--- src/rtl/t05_sram_pkg.sv ---
// Shared types and constants for the team_05 SRAM arbiter: client ids, FSM states,
// per-client region bases and the watchdog fill word.
package t05_sram_pkg;

  typedef enum logic [2:0] {
    CL_HIST     = 3'd0,
    CL_FLV      = 3'd1,
    CL_HTREE    = 3'd2,
    CL_CODEBOOK = 3'd3,
    CL_TRN      = 3'd4
  } cl_e;

  typedef enum logic [2:0] {
    StIdle   = 3'd0,
    StIssue  = 3'd1,
    StSettle = 3'd2,
    StWait   = 3'd3,
    StDone   = 3'd4
  } arb_state_e;

  localparam logic [31:0] BaseHist     = 32'h000;
  localparam logic [31:0] BaseFlv      = 32'h000;
  localparam logic [31:0] BaseHtree    = 32'h400;
  localparam logic [31:0] BaseCodebook = 32'h800;
  localparam logic [31:0] BaseTrn      = 32'h800;

  localparam logic [31:0] TimeoutFill = 32'hDEAD_BEEF;

  function automatic logic [31:0] base_addr(input logic [2:0] cl);
    case (cl)
      CL_HIST:     return BaseHist;
      CL_FLV:      return BaseFlv;
      CL_HTREE:    return BaseHtree;
      CL_CODEBOOK: return BaseCodebook;
      CL_TRN:      return BaseTrn;
      default:     return 32'h0;
    endcase
  endfunction

endpackage

--- src/rtl/t05_rr_picker.sv ---
// Combinational round-robin picker: first set bit of eligible_i at or after ptr_i, wrapping.
module t05_rr_picker #(
  parameter int unsigned NumCl = 5,
  parameter int unsigned PtrW  = 3
) (
  input  logic [NumCl-1:0] eligible_i,
  input  logic [PtrW-1:0]  ptr_i,
  output logic [PtrW-1:0]  grant_o,
  output logic             valid_o
);

  logic [31:0]     sum;
  logic [PtrW-1:0] cand;

  always_comb begin
    valid_o = 1'b0;
    grant_o = '0;
    sum     = '0;
    cand    = '0;
    for (int unsigned i = 0; i < NumCl; i++) begin
      sum  = 32'(ptr_i) + i;
      cand = PtrW'(sum % NumCl);
      if (!valid_o && eligible_i[cand]) begin
        valid_o = 1'b1;
        grant_o = cand;
      end
    end
  end

endmodule

--- src/rtl/t05_sram_arbiter.sv ---
// Round-robin single-port SRAM sequencer for the Huffman pipeline clients.
// Optional watchdog on the WAIT phase: define T05_SRAM_ARB_TIMEOUT_EN.
module t05_sram_arbiter
  import t05_sram_pkg::*;
#(
  parameter int unsigned NUM_CL      = 5,
  parameter int unsigned IDX_W       = 9,
  parameter int unsigned DATA_W      = 32,
  parameter int unsigned TIMEOUT_CYC = 255
) (
  input  logic                       clk,
  input  logic                       rst,
  input  logic [NUM_CL-1:0]          cl_en,
  input  logic [NUM_CL-1:0]          cl_req,
  input  logic [NUM_CL-1:0]          cl_we,
  input  logic [NUM_CL*IDX_W-1:0]    cl_idx,
  input  logic [NUM_CL*DATA_W-1:0]   cl_wdata,
  output logic [NUM_CL-1:0]          cl_ack,
  output logic [DATA_W-1:0]          cl_rdata,
  output logic                       busy,
  output logic                       wr_en,
  output logic                       r_en,
  output logic [3:0]                 select,
  output logic [31:0]                addr,
  output logic [31:0]                sram_data_in,
  input  logic [31:0]                sram_data_out,
  input  logic                       busy_o,
  output logic                       err
);

  localparam int unsigned PtrW = (NUM_CL > 1) ? $clog2(NUM_CL) : 1;

  // The watchdog counter is 8 bits wide.
  if (TIMEOUT_CYC < 1 || TIMEOUT_CYC > 255) begin : g_bad_timeout
    $error("TIMEOUT_CYC must be in 1..255");
  end

  arb_state_e        state_q, state_d;
  logic [PtrW-1:0]   ptr_q, g_q, pick_idx;
  logic              pick_valid, grant_fire, we_q, tmo_hit;
  logic [NUM_CL-1:0] eligible;
  logic [IDX_W-1:0]  sel_idx;
  logic [DATA_W-1:0] sel_wdata, rdata_q;
  logic [31:0]       addr_q, din_q;
  logic [3:0]        sel_q;

  assign eligible   = cl_req & cl_en;
  assign grant_fire = (state_q == StIdle) && pick_valid;

  t05_rr_picker #(
    .NumCl (NUM_CL),
    .PtrW  (PtrW)
  ) u_picker (
    .eligible_i (eligible),
    .ptr_i      (ptr_q),
    .grant_o    (pick_idx),
    .valid_o    (pick_valid)
  );

  always_comb begin
    sel_idx   = '0;
    sel_wdata = '0;
    for (int unsigned i = 0; i < NUM_CL; i++) begin
      if (32'(pick_idx) == i) begin
        sel_idx   = cl_idx[i*IDX_W +: IDX_W];
        sel_wdata = cl_wdata[i*DATA_W +: DATA_W];
      end
    end
  end

  always_ff @(posedge clk) begin
    if (!rst) begin
      state_q <= StIdle;
    end else begin
      state_q <= state_d;
    end
  end

  always_comb begin
    state_d = state_q;
    busy    = (state_q != StIdle);
    wr_en   = 1'b0;
    r_en    = 1'b0;
    cl_ack  = '0;
    unique case (state_q)
      StIdle: begin
        if (pick_valid) state_d = StIssue;
      end
      StIssue: begin
        wr_en   = we_q;
        r_en    = !we_q;
        state_d = StSettle;
      end
      // busy_o can lag the strobe by a cycle, so it is not looked at here.
      StSettle: state_d = StWait;
      StWait: begin
        if (!busy_o || tmo_hit) state_d = StDone;
      end
      StDone: begin
        for (int unsigned i = 0; i < NUM_CL; i++) begin
          cl_ack[i] = (32'(g_q) == i);
        end
        state_d = StIdle;
      end
      default: state_d = StIdle;
    endcase
  end

  // Bus-side registers load at grant so they are valid for the whole ISSUE cycle
  // and hold until the next grant.
  always_ff @(posedge clk) begin
    if (!rst) begin
      ptr_q   <= '0;
      g_q     <= '0;
      we_q    <= 1'b0;
      addr_q  <= '0;
      sel_q   <= '0;
      din_q   <= '0;
      rdata_q <= '0;
    end else begin
      if (grant_fire) begin
        g_q    <= pick_idx;
        we_q   <= cl_we[pick_idx];
        addr_q <= base_addr(3'(pick_idx)) + (32'(sel_idx) << 2);
        sel_q  <= 4'b1111;
        if (cl_we[pick_idx]) din_q <= 32'(sel_wdata);
      end
      if (state_q == StWait && !we_q) begin
        if (!busy_o) begin
          rdata_q <= DATA_W'(sram_data_out);
        end else if (tmo_hit) begin
          rdata_q <= DATA_W'(TimeoutFill);
        end
      end
      if (state_q == StDone) begin
        ptr_q <= (32'(g_q) == NUM_CL - 1) ? '0 : g_q + PtrW'(1);
      end
    end
  end

  assign addr         = addr_q;
  assign select       = sel_q;
  assign sram_data_in = din_q;
  assign cl_rdata     = rdata_q;

`ifdef T05_SRAM_ARB_TIMEOUT_EN
  localparam logic [7:0] TmoLast = 8'(TIMEOUT_CYC - 1);

  logic [7:0] cnt_q;
  logic       err_q;

  // Fires in the WAIT cycle whose increment would bring the count to TIMEOUT_CYC.
  assign tmo_hit = busy_o && (cnt_q == TmoLast);
  assign err     = err_q;

  always_ff @(posedge clk) begin
    if (!rst) begin
      cnt_q <= '0;
      err_q <= 1'b0;
    end else begin
      if (state_q == StIssue) begin
        cnt_q <= '0;
      end else if (state_q == StWait) begin
        cnt_q <= cnt_q + 8'd1;
      end
      if (state_q == StWait && tmo_hit) err_q <= 1'b1;
    end
  end
`else
  assign tmo_hit = 1'b0;
  assign err     = 1'b0;
`endif

endmodule

--- config.mk ---
export PLATFORM = sky130hd
export DESIGN_NAME = t05_sram_arbiter
export DESIGN_NICKNAME = d
export VERILOG_FILES = /design/src/rtl/t05_sram_pkg.sv /design/src/rtl/t05_rr_picker.sv /design/src/rtl/t05_sram_arbiter.sv
export SDC_FILE = /design/constraint.sdc
export NUM_CORES = 1
export LEC_CHECK = 0
export BUFFER_PORTS_ARGS = -buffer_cell sky130_fd_sc_hd__buf_2
export CAP_MARGIN = 30
export CORE_AREA = 2 2 146 148
export DETAILED_ROUTE_END_ITERATION = 8
export DIE_AREA = 0 0 148 150
export PLACE_DENSITY = 0.66
export SYNTH_ARGS = -nofsm -noshare
export SYNTH_HDL_FRONTEND = slang
export SYNTH_SLANG_ARGS = --single-unit
export TNS_END_PERCENT = 20
--- constraint.sdc ---
create_clock -name clk -period 5.9 [get_ports clk]
set_input_delay 0.295 -clock clk [delete_from_list [all_inputs] [get_ports clk]]
set_output_delay 0.295 -clock clk [all_outputs]
set_load 0.005 [all_outputs]
==> flow_summary_export.csv <==
group,metric,value,unit
synth,synth_top_area_cell,"dfxtp_1",
clock_tree,clock_tree.root_cell,"clkbuf_16",
synth,syn_inst,843,
route,vias_per_cell,5.24,
sta,skew,9.35,ps
global_route,overflow,0,
synth,synth_ff_type,"dfxtp_1",
layout,fin_cells,1430,
pwr,power_density,224,nW/um^2
synth,yosysSeqAreaShare,0.243,
pwr,switching_share,0.363,
sta,final_max_slew_viol_count,0,
floorplanning,dieHeight,150,um
floorplanning,rows,53,
worst_setup_path,timing.rr.start,"ptr_q[0]",
worst_setup_path,cp.required,6180,ps
flow_run,maxCapViolCount,0,
layout,nNetsFinal,1429,
clock_tree,clk_pin_slew_worst_paths,80,ps
layout,final_common_cell,"buf_2",
sta,min_period,5380,ps
sta,worst_slew_pin_slew,793,ps
pwr,power_frac_comb,0.375,
synth,synth.distinct_cells,80,
min_path,worstHoldStart,"sram_data_out[30]",
worst_setup_path,start_kind,"register",
floorplanning,pin_count,364,
layout,final_cell_mix,"buf_2, nand2_1, dfxtp_1",
placed_design,dpl-instance-area,8930,um^2
sta,setup_ws,522,ps
clock_tree,clk-insertion-delay-late,360,ps
clock_tree,clock_sinks,86,
worst_setup_path,path_max_fanout,17,
sta,setup_viol,0,
route,firstDrtPassIters,5,
floorplanning,die_area,22200,um^2
clock_tree,cts_tree,"built",
sta,clock.fmax,0.186,GHz
synth,async_reset_ff_frac,0,
floorplanning,die_w,148,um
worst_setup_path,r2r_slack,520,ps
worst_setup_path,crit_arrival,5660,ps
synth,synth_edf_count,0,
sta,final_hold_viol_count,0,
route,first_iter_violations,415,
sta,max_slew_margin,0.471,
sta,rsz0062_at_grt,"false",
global_route,grt_pass1_vias,7082,
placed_design,place_ws,223,ps
sta,setup_tns,0,ps
sta,finalCritPeriodShare,0.912,
pwr,cellLeakagePower,0.00424,uW
outcome,status,"finished clean",
min_path,min_path_cells,3,
layout,design_area,9250,um^2
synth,synth_top_area_share,0.243,
route,drt.antenna.violating_nets,0,
synth,ys_ff_latch,86,
pwr,p_sw,751,uW
worst_setup_path,crit_type,"register to register",
worst_setup_path,setup.worst_path.start,"ptr_q[0]",
route,drc_errors,0,
clock_tree,cts.path.max_buffers,2,
global_route,grt_usage,0.223,
worst_setup_path,cp-end-kind,"register",
global_route,antenna_found_initial,0,
floorplanning,coreArea,20700,um^2
pwr,clkPwrFrac,0.289,
placed_design,placed_cells,1413,
min_path,min_to,"cl_rdata[30]",
worst_setup_path,reg2reg_to,"addr[4]",
placed_design,place.gp.congestion,0.908,
placed_design,hpwl,20100,um
route,drt-total-wl,25800,um
synth,ys_warn_count,0,
pwr,seqPwrFrac,0.336,
placed_design,portBuffers,341,
route,vias,7487,
clock_tree,ctsHoldBuffers,0,
route,wl_per_cell,18.1,um
synth,syn_area_per_cell,8.40,um^2
layout,area_growth,30.7,%
synth,yosys-top-cells-area,"dfxtp_1, mux2i_1, nand2_1, a311oi_2, mux2_2",
global_route,grt_max_degree,48,
synth,syn_area,7080,um^2
clock_tree,ctsHtreeMaxLevel,3,
floorplanning,initial_core_util,0.342,
pwr,max-vdd-ir-drop,0.000136,V
pwr,p_int,1320,uW
clock_tree,cts_buffers,9,
layout,drive_above_1_share,0.414,
worst_setup_path,worstRegToRegCells,21,
min_path,hp-class,"input pin to register",
global_route,grt_pass1_wl,38800,um
## synth_stat cells (all sizes together), types with 6 or more instances
cell / instances
a21oi: 63
a22oi: 10
a311oi: 33
a31oi: 12
and3: 37
buf: 52
clkbuf: 40
dfxtp: 86
ha: 25
inv: 17
mux2: 40
mux2i: 74
nand2: 126
nand2b: 10
nand3: 19
nor2: 30
nor3: 15
nor3b: 6
nor4: 36
o21a: 6
o21ai: 18
o31ai: 7
xnor2: 7
## critical path, stage by stage, from the launching register on
cell and delay [ps]:
dfxtp_1 310, inv_1 130, ha_1 200, inv_1 60, ha_1 340, inv_1 100, ha_1 210, nor3_2 180
nor2_1 100, xnor2_2 270, ha_1 260, nand2b_1 120, a2bb2oi_4 280, mux2i_1 330, o211a_1 240, or3b_1 300
nor4_4 100, or3_4 440, buf_4 240, a211oi_2 690, a22oi_1 200, a31oi_1 200
## power groups by stage
stage | registers (uW) | clock network, uW | logic (uW)
global placement | 706 | 0 | 769
finish | 695 | 600 | 777
detailed placement | 708 | 0 | 780
CTS | 695 | 614 | 780
floorplan | 710 | 0 | 505
global route | 703 | 635 | 842
## routing by layer
layer | wire [um] | vias to the layer above | track usage
met3 | 1570 | 23 | 0.0387
met5 | 0 | - | 0
met4 | 316 | 0 | 0.0467
met2 | 13000 | 281 | 0.391
li1 | - | 3687 | -
met1 | 10900 | 3496 | 0.286
## worst max path at each step
stage                        to  cells past startpoint  slack [ps]
6_report                addr[4]                     21         520
5_1_grt        sram_data_in[20]                     21         100
4_1_cts        sram_data_in[22]                     21         210
3_5_place_dp   sram_data_in[22]                     21         220
3_3_place_gp   sram_data_in[22]                     21         410
2_1_floorplan          addr[11]                     31          90
## per-stage QoR
stage	power, uW	util	hold slack (ps)
6_report	2070	0.447	166
2_1_floorplan	1220	-	431
3_3_place_gp	1480	0.431	439
4_1_cts	2090	0.446	154
5_1_grt	2180	0.447	162
3_5_place_dp	1490	0.431	444
## area by class of cell
cell class,count,area (um^2)
inverters,17,66.3
clock buffers,9,225
clock inverters,7,75.1
multi-input cells,669,4910
flip-flops and latches,86,1720
fillers,2159,11400
repair buffers,366,1910
well taps,275,344
diodes,1,2.50
## sequential cells by signal, summed over array words and instances (netlist names)
signal / cells
cl_rdata: 32
sram_data_in: 32
addr: 11
g_q: 3
ptr_q: 3
state_q: 3
select: 1
we_q: 1
## kinds of logic after synthesis
family / count (synthesis) / synth area share
xor gates and xnor gates: 9 / 0.0149
and+or+nand+nor: 310 / 0.224
other: 1 / 0.000530
AOI/OAI and AO/OA: 188 / 0.218
buffers and inverters: 109 / 0.0834
DFF: 86 / 0.243
adders and majority gates: 25 / 0.0442
muxes: 115 / 0.171
## timing repair
item                       CTS  global route
buffers inserted             0             0
setup endpoints to repair    0            41
gates resized for setup      0             3
Note: power is estimated with default switching activity, not from simulation.
